--- config.mk ---
export PLATFORM = sky130hd
export DESIGN_NAME = mc_control_fsm
export DESIGN_NICKNAME = d
export VERILOG_FILES = /design/src/rtl/mc_control_fsm.sv
export SDC_FILE = /design/constraint.sdc
export NUM_CORES = 1
export LEC_CHECK = 0
export CORE_MARGIN = 4
export CORE_UTILIZATION = 35
export DETAILED_ROUTE_END_ITERATION = 6
export GPL_TIMING_DRIVEN = 0
export PLACE_DENSITY = 0.75
export SYNTH_ARGS = -nofsm -noshare
export SYNTH_HDL_FRONTEND = slang
export SYNTH_SLANG_ARGS = --single-unit
--- constraint.sdc ---
create_clock -name clk -period 1.9 [get_ports clk]
set_input_delay 0.475 -clock clk [delete_from_list [all_inputs] [get_ports clk]]
set_output_delay 0.475 -clock clk [all_outputs]
set_load 0.03 [all_outputs]
--- src/rtl/mc_control_fsm.sv ---
// Multi-cycle MIPS control sequencer: Moore decode of state; FETCH PC/IR loads and the MEMWR done pulse are gated by mem_ready.
// Latency: 3-5 cycles per instruction plus one per mem_ready=0 cycle in FETCH/MEMRD/MEMWR; those states hold outputs while waiting.
// Optional macro MC_CTRL_ADDI_EN adds the ADDIEX/ADDIWB path for addi; without it addi decodes as illegal.
module mc_control_fsm (
   input  logic       clk,
   input  logic       rst_n,
   input  logic [5:0] opcode,
   input  logic       zero,
   input  logic       mem_ready,
   output logic       PCWrite,
   output logic       PCWriteCond,
   output logic       IorD,
   output logic       MemRead,
   output logic       MemWrite,
   output logic       IRWrite,
   output logic       MemtoReg,
   output logic       RegDst,
   output logic       RegWrite,
   output logic       ALUSrcA,
   output logic [1:0] ALUSrcB,
   output logic [1:0] ALUOp,
   output logic [1:0] PCSource,
   output logic       instr_done,
   output logic       illegal_op,
   output logic [3:0] state
);

   typedef enum logic [3:0] {
      FETCH  = 4'd0,
      DECODE = 4'd1,
      MEMADR = 4'd2,
      MEMRD  = 4'd3,
      MEMWB  = 4'd4,
      MEMWR  = 4'd5,
      EXEC   = 4'd6,
      RWB    = 4'd7,
      BRANCH = 4'd8,
      JUMP   = 4'd9
`ifdef MC_CTRL_ADDI_EN
      , ADDIEX = 4'd10,
      ADDIWB = 4'd11
`endif
   } state_t;

   localparam logic [5:0] OP_RTYPE = 6'b000000;
   localparam logic [5:0] OP_J     = 6'b000010;
   localparam logic [5:0] OP_BEQ   = 6'b000100;
   localparam logic [5:0] OP_ADDI  = 6'b001000;
   localparam logic [5:0] OP_LW    = 6'b100011;
   localparam logic [5:0] OP_SW    = 6'b101011;

   state_t state_q, state_d;
   logic   run_q;

   // Branch resolution happens in the datapath via PCWriteCond & zero.
   logic unused_zero;
   assign unused_zero = zero;

   always_ff @(posedge clk or negedge rst_n) begin
      if (!rst_n) begin
         state_q <= FETCH;
         run_q   <= 1'b0;
      end else begin
         state_q <= state_d;
         run_q   <= 1'b1;
      end
   end

   assign state = state_q;

   always_comb begin
      state_d     = FETCH;
      PCWrite     = 1'b0;
      PCWriteCond = 1'b0;
      IorD        = 1'b0;
      MemRead     = 1'b0;
      MemWrite    = 1'b0;
      IRWrite     = 1'b0;
      MemtoReg    = 1'b0;
      RegDst      = 1'b0;
      RegWrite    = 1'b0;
      ALUSrcA     = 1'b0;
      ALUSrcB     = 2'b00;
      ALUOp       = 2'b00;
      PCSource    = 2'b00;
      instr_done  = 1'b0;
      illegal_op  = 1'b0;
      // The cycle after reset release is idle so the first fetch sees a settled datapath.
      if (run_q) begin
         case (state_q)
            FETCH: begin
               MemRead = 1'b1;
               ALUSrcB = 2'b01;
               PCWrite = mem_ready;
               IRWrite = mem_ready;
               state_d = mem_ready ? DECODE : FETCH;
            end
            DECODE: begin
               ALUSrcB = 2'b11;
               case (opcode)
                  OP_LW, OP_SW: state_d = MEMADR;
                  OP_RTYPE:     state_d = EXEC;
                  OP_BEQ:       state_d = BRANCH;
                  OP_J:         state_d = JUMP;
`ifdef MC_CTRL_ADDI_EN
                  OP_ADDI:      state_d = ADDIEX;
`endif
                  default: begin
                     illegal_op = 1'b1;
                     state_d    = FETCH;
                  end
               endcase
            end
            MEMADR: begin
               ALUSrcA = 1'b1;
               ALUSrcB = 2'b10;
               state_d = (opcode == OP_LW) ? MEMRD : MEMWR;
            end
            MEMRD: begin
               MemRead = 1'b1;
               IorD    = 1'b1;
               state_d = mem_ready ? MEMWB : MEMRD;
            end
            MEMWB: begin
               MemtoReg   = 1'b1;
               RegWrite   = 1'b1;
               instr_done = 1'b1;
            end
            MEMWR: begin
               MemWrite   = 1'b1;
               IorD       = 1'b1;
               instr_done = mem_ready;
               state_d    = mem_ready ? FETCH : MEMWR;
            end
            EXEC: begin
               ALUSrcA = 1'b1;
               ALUOp   = 2'b10;
               state_d = RWB;
            end
            RWB: begin
               RegDst     = 1'b1;
               RegWrite   = 1'b1;
               instr_done = 1'b1;
            end
            BRANCH: begin
               ALUSrcA     = 1'b1;
               ALUOp       = 2'b01;
               PCWriteCond = 1'b1;
               PCSource    = 2'b01;
               instr_done  = 1'b1;
            end
            JUMP: begin
               PCWrite    = 1'b1;
               PCSource   = 2'b10;
               instr_done = 1'b1;
            end
`ifdef MC_CTRL_ADDI_EN
            ADDIEX: begin
               ALUSrcA = 1'b1;
               ALUSrcB = 2'b10;
               state_d = ADDIWB;
            end
            ADDIWB: begin
               RegWrite   = 1'b1;
               instr_done = 1'b1;
            end
`endif
            default: state_d = FETCH;
         endcase
      end
   end

endmodule

# Yosys cells after proc, flatten, opt, wreduce, memory -nomap -nowiden
# Cells that the tools add are included.
op_classes:
  eq_ne: 13
  n_reduce_logical: 9
  n_mux: 38
ops:
  columns: ["operator", "count"]
  rows:
  - ["$mux 1", 24]
  - ["$pmux 4 s6", 1]
  - ["$eq 4x3->1 const B", 4]
  - ["$pmux 4 s4", 1]
  - ["$eq 6x6->1 const B", 2]
  - ["$mux 3", 3]
  - ["$eq 4x2->1 const B", 2]
  - ["$eq 4x4->1 const B", 2]
  - ["$pmux 2 s2", 2]
  - ["$reduce_or 2->1", 4]
  - ["$eq 6x2->1 const B", 1]
  - ["$eq 6x3->1 const B", 1]
  - ["$logic_not 6->1", 1]
  - ["$mux 2", 3]
  - ["$pmux 2 s3", 1]
  - ["$reduce_or 5->1", 1]
  - ["$eq 4x1->1 const B", 1]
  - ["$logic_not 4->1", 1]
  - ["$mux 4", 1]
  - ["$pmux 1 s2", 2]
  - ["$reduce_or 4->1", 1]
  - ["$reduce_or 3->1", 1]
word_totals:
  inputBits: 10
  regBits: 5
  word_cells: 62

# Depth between registers and ports, before layout
logic_depth:
  ltp_word: 5
  depth_mapped: 5
  ltp_nobuf: 4

# Least setup slack after synthesis
# No wires, ideal clock.
synth_path:
  path_kind: "register to output"
  startpoint: "register state_q[3], in the netlist state[3]"
  endpoint: "output port PCSource[0]"
  path_slack_ps: -524
  arrival_time_ps: 1949
  path_stages_with_launch: 5
  n_path_buf: 1
  path_cell_list: "dfrtp_1 -> nor2b_1 -> nand2_1 -> nor3_1 -> buf_4"
synth_between:
  elab_chain_len: 3
  elab_cells_between_ends: 4
  cone_classes: "eq/ne: 2; mux: 2"
synth_rtl:
  columns: ["element", "line_no", "source"]
  rows:
  - ["from (decl)", "52", "state_t state_q, state_d;"]
  - ["from (signal assigned)", "64", "state_q <= state_d;"]
  - ["$eq 4x4->1", "90", "case (state_q)"]
  - ["$pmux 2 s2 *", "90", null]
  - ["$mux 2 *", "89", "if (run_q) begin"]
  - ["to (decl)", "22", "output logic [1:0] PCSource,"]
# Every way passes the cells marked *; elsewhere a longest branch is shown, timed or not.

# Worst setup path in the final report
layout_path:
  startpoint: "register state_q[0], in the netlist state[0]"
  endpoint: "output port PCWrite"
layout_between:
  elab_chain_len: 3
  elab_cells_between_ends: 4
  cone_classes: "eq/ne: 1; mux: 2; reduce/logical: 1"
layout_rtl:
  columns: ["element", "line_no", "source"]
  rows:
  - ["$eq 4x4->1 or $logic_not 4->1 (tied branches)", "90", null]
  - ["$pmux 1 s2 *", "90", null]
  - ["$mux 1 *", "89", null]
  - ["to (decl)", "10", "output logic PCWrite,"]
# Marked as above.

==> impl_metrics.ini <==
[floorplan]
io_pins = 32
coreArea_um2 = 1489
fp-row-count = 14
initial_utilization_pct = 36.97
die_x_um = 47.66
die-area_um2 = 2271
dieHeight_um = 47.66

[final_layout]
synthToLayoutAreaGrowth_pct = 116.6
drive_gt1_share_pct = 61.65
utilization_pct = 80.08
final_area_um2 = 1192
final-seq-area_um2 = 131.4
n_antenna_cell = 0
multi_input_area_um2 = 505.5
layout.nets = 144
fill_cells = 98

[sta]
rsz0062_at_grt = true
setup_violations = 4
finalHoldViolCount = 0
maxSlewViolCount = 0
period_minus_slack_ps = 1923
period_share_pct = 101.2
skew_ps = 3.516
max_freq_mhz = 520.0
setup_slack_ps = -22.90

[logic_synthesis]
ys_seq_area_share_pct = 22.73
netlist_instances = 72
syn_nets = 82
yosys.cell_types.count = 33
netlist_area_um2 = 550.5
synth.yosys.warnings = 0
ys_seq_elements = 5
synth_area_per_cell_um2 = 7.646

[power_and_ir_drop]
p_leak_uw = 0.0005765
irDropWorstVdd_v = 0.0003796
powerDensity_nw_per_um2 = 320.2

[clock_network]
tritoncts = yes
clk_pin_slew_worst_paths_ps = 40
cts_buffer_depth = 2
cts_made_buffers = 3
clock-sinks = 5
h-tree-depth = 1
insertion_delay_ps = 240
ctsHoldBuffers = 0
cts_root_buf = clkbuf_4

[worst_setup_path]
slowest_stage = dfrtp_2
cp_data_required_time_ps = 1420
critPathMaxFanout = 8
critPathLaunchType = flop
cp_top_family = simple AND/OR/NAND/NOR gates
critical_path_class = reg2out
arrival_ps = 1450
end_kind = output pin
cp_cell_sequence = buf_4 > nand2b_4 > nor2_2 > or2_4 > buf_6
cpPeakStageDelay_ps = 440
path_buf_inv = 2

[detailed_routing]
postRouteAntennaNets = 0
routedWlPerCell_um = 17.45
wl_met1_um = 1067
wirelength_um = 2600
wl_met3_um = 112
viasPerCell = 5.483
highest_layer = met4
vias = 817
drt_iter0_markers = 15
drc = 0
dr_wl_met2_um = 1371
firstDrtPassIters = 4

[status]
status = finished, violations left
violations = negative setup slack

[global_route]
antenna_found_initial = 0
grt_first_pass_wirelength_um = 3815
grt_use_total_pct = 24.24
grt_max_degree = 11
grt_pass1_vias = 819
grt_overflow_total = 0

[placement]
portBuffers = 30
dp.final_hpwl_um = 1459
post_dp_cell_area_um2 = 938.4
gp_congestion = 0.8018

[flow_run]
max-cap-violations = 0

[worst_hold_path]
hold_class = in2async
## worst paths after layout
path	depth (start not counted)	slack, ps	from	to
worst max-delay path	5	-20	state[0]$_DFF_PN0_	PCWrite
worst min-delay path	1	460	rst_n	state[0]$_DFF_PN0_
worst max register to register	6	260	state[2]$_DFF_PN0_	state[2]$_DFF_PN0_
worst min register to register	2	700	run_q$_DFF_PN0_	state[0]$_DFF_PN0_
max in group asynchronous	1	1240	rst_n	state[3]$_DFF_PN0_
min in group clk	3	690	mem_ready	state[0]$_DFF_PN0_
## where the power goes
group          internal [uW]  total, uW  switching, uW
clock network           79.1        118           38.6
logic                   70.6        147           76.4
registers                110        117           7.06
total                    260        382            122
## kinds of logic (layout without fill, tap and decap cells)
| kind of cell | after synthesis | in the layout | share of synthesized area (%) |
|---|---|---|---|
| other | 1 | 1 | 0.6812 |
| AOI/OAI and AO/OA | 15 | 15 | 17.96 |
| muxes | 2 | 2 | 3.637 |
| xor gates and xnor gates | 1 | 1 | 1.591 |
| DFF | 5 | 5 | 22.73 |
| and+or+nand+nor | 42 | 42 | 46.36 |
| buffers and inverters | 6 | 67 | 7.044 |
## cells in the mapped netlist (all sizes together)
cell type,number,share of area [%]
nor2b,2,2.3
a221oi,1,1.6
nor4b,2,7.0
nor3b,1,1.4
and2,2,2.3
inv,2,1.4
nand2,7,4.8
a21oi,6,5.5
and3,1,1.1
o41ai,1,1.6
o21ai,3,2.7
nand3,1,1.8
a22oi,1,1.4
mux2i,2,3.6
o32ai,1,1.6
o211ai,1,2.3
o31ai,1,1.4
conb,1,0.68
nand4,2,2.3
dfrtp,5,23
nor2,10,6.8
nand2b,3,4.8
xnor2,1,1.6
or2,1,1.1
nor3,7,6.4
and4,1,1.6
buf,4,5.7
nand4b,1,1.6
nor4,1,1.1
## flip-flops by register name, indices dropped and copies added (netlist names)
signal  cells
run_q       1
state       4
## metrics by stage
stage / total power [uW] / TNS, ps / setup WS (ps) / hold WS [ps] / cells
2_1_floorplan: 181.1 / -101.7 / -46.91 / 179.4 / 72
3_3_place_gp: 232.0 / -6486 / -753.1 / 675.2 / 118
3_5_place_dp: 232.9 / -6650 / -780.1 / 692.9 / 118
4_1_cts: 369.0 / -154.1 / -81.19 / 445.5 / 142
5_1_grt: 407.9 / -681.5 / -133.3 / 442.8 / 149
6_report: 381.9 / -45.16 / -22.90 / 455.8 / 149
## routing by layer
metal	track usage, %	vias up
li1	-	387
met1	28.96	398
met2	40.37	26
met3	4.135	6
met4	14.52	0
met5	0	-
## cell usage in the layout (no fill, tap or decap), types with 2 or more instances in the layout
cell / count
a21oi_1: 4
nor3_2: 4
clkdlybuf4s50_1: 2
dfrtp_2: 5
nand2b_4: 2
buf_6: 7
nor4b_4: 2
nand2_2: 2
dlygate4sd2_1: 8
nor2_1: 9
o21ai_0: 3
nand2_1: 4
inv_4: 2
clkbuf_4: 4
buf_2: 4
nor3_1: 2
nand4_1: 2
clkbuf_2: 2
buf_4: 35
a21oi_2: 2
nor2b_4: 2
and2_1: 2
## what timing repair did
item / in CTS / in global routing
buffers inserted: 20 / 8
setup endpoints to repair: 19 / 17
hold endpoints to repair: 0 / 0
gates cloned: 0 / 0
resized for setup: 110 / 36
pin swaps: 4 / 6
## layout make-up
type                            instances  area share [%]
Buffer                                  3           2.833
Timing Repair Buffer                   58           38.82
Inverter                                2           1.049
Clock buffer                            4           2.204
Sequential cell                         5           11.02
Tap cell                               16           1.679
Multi-Input combinational cell         61           42.39
No activity file was read; power rests on OpenSTA's default activity.
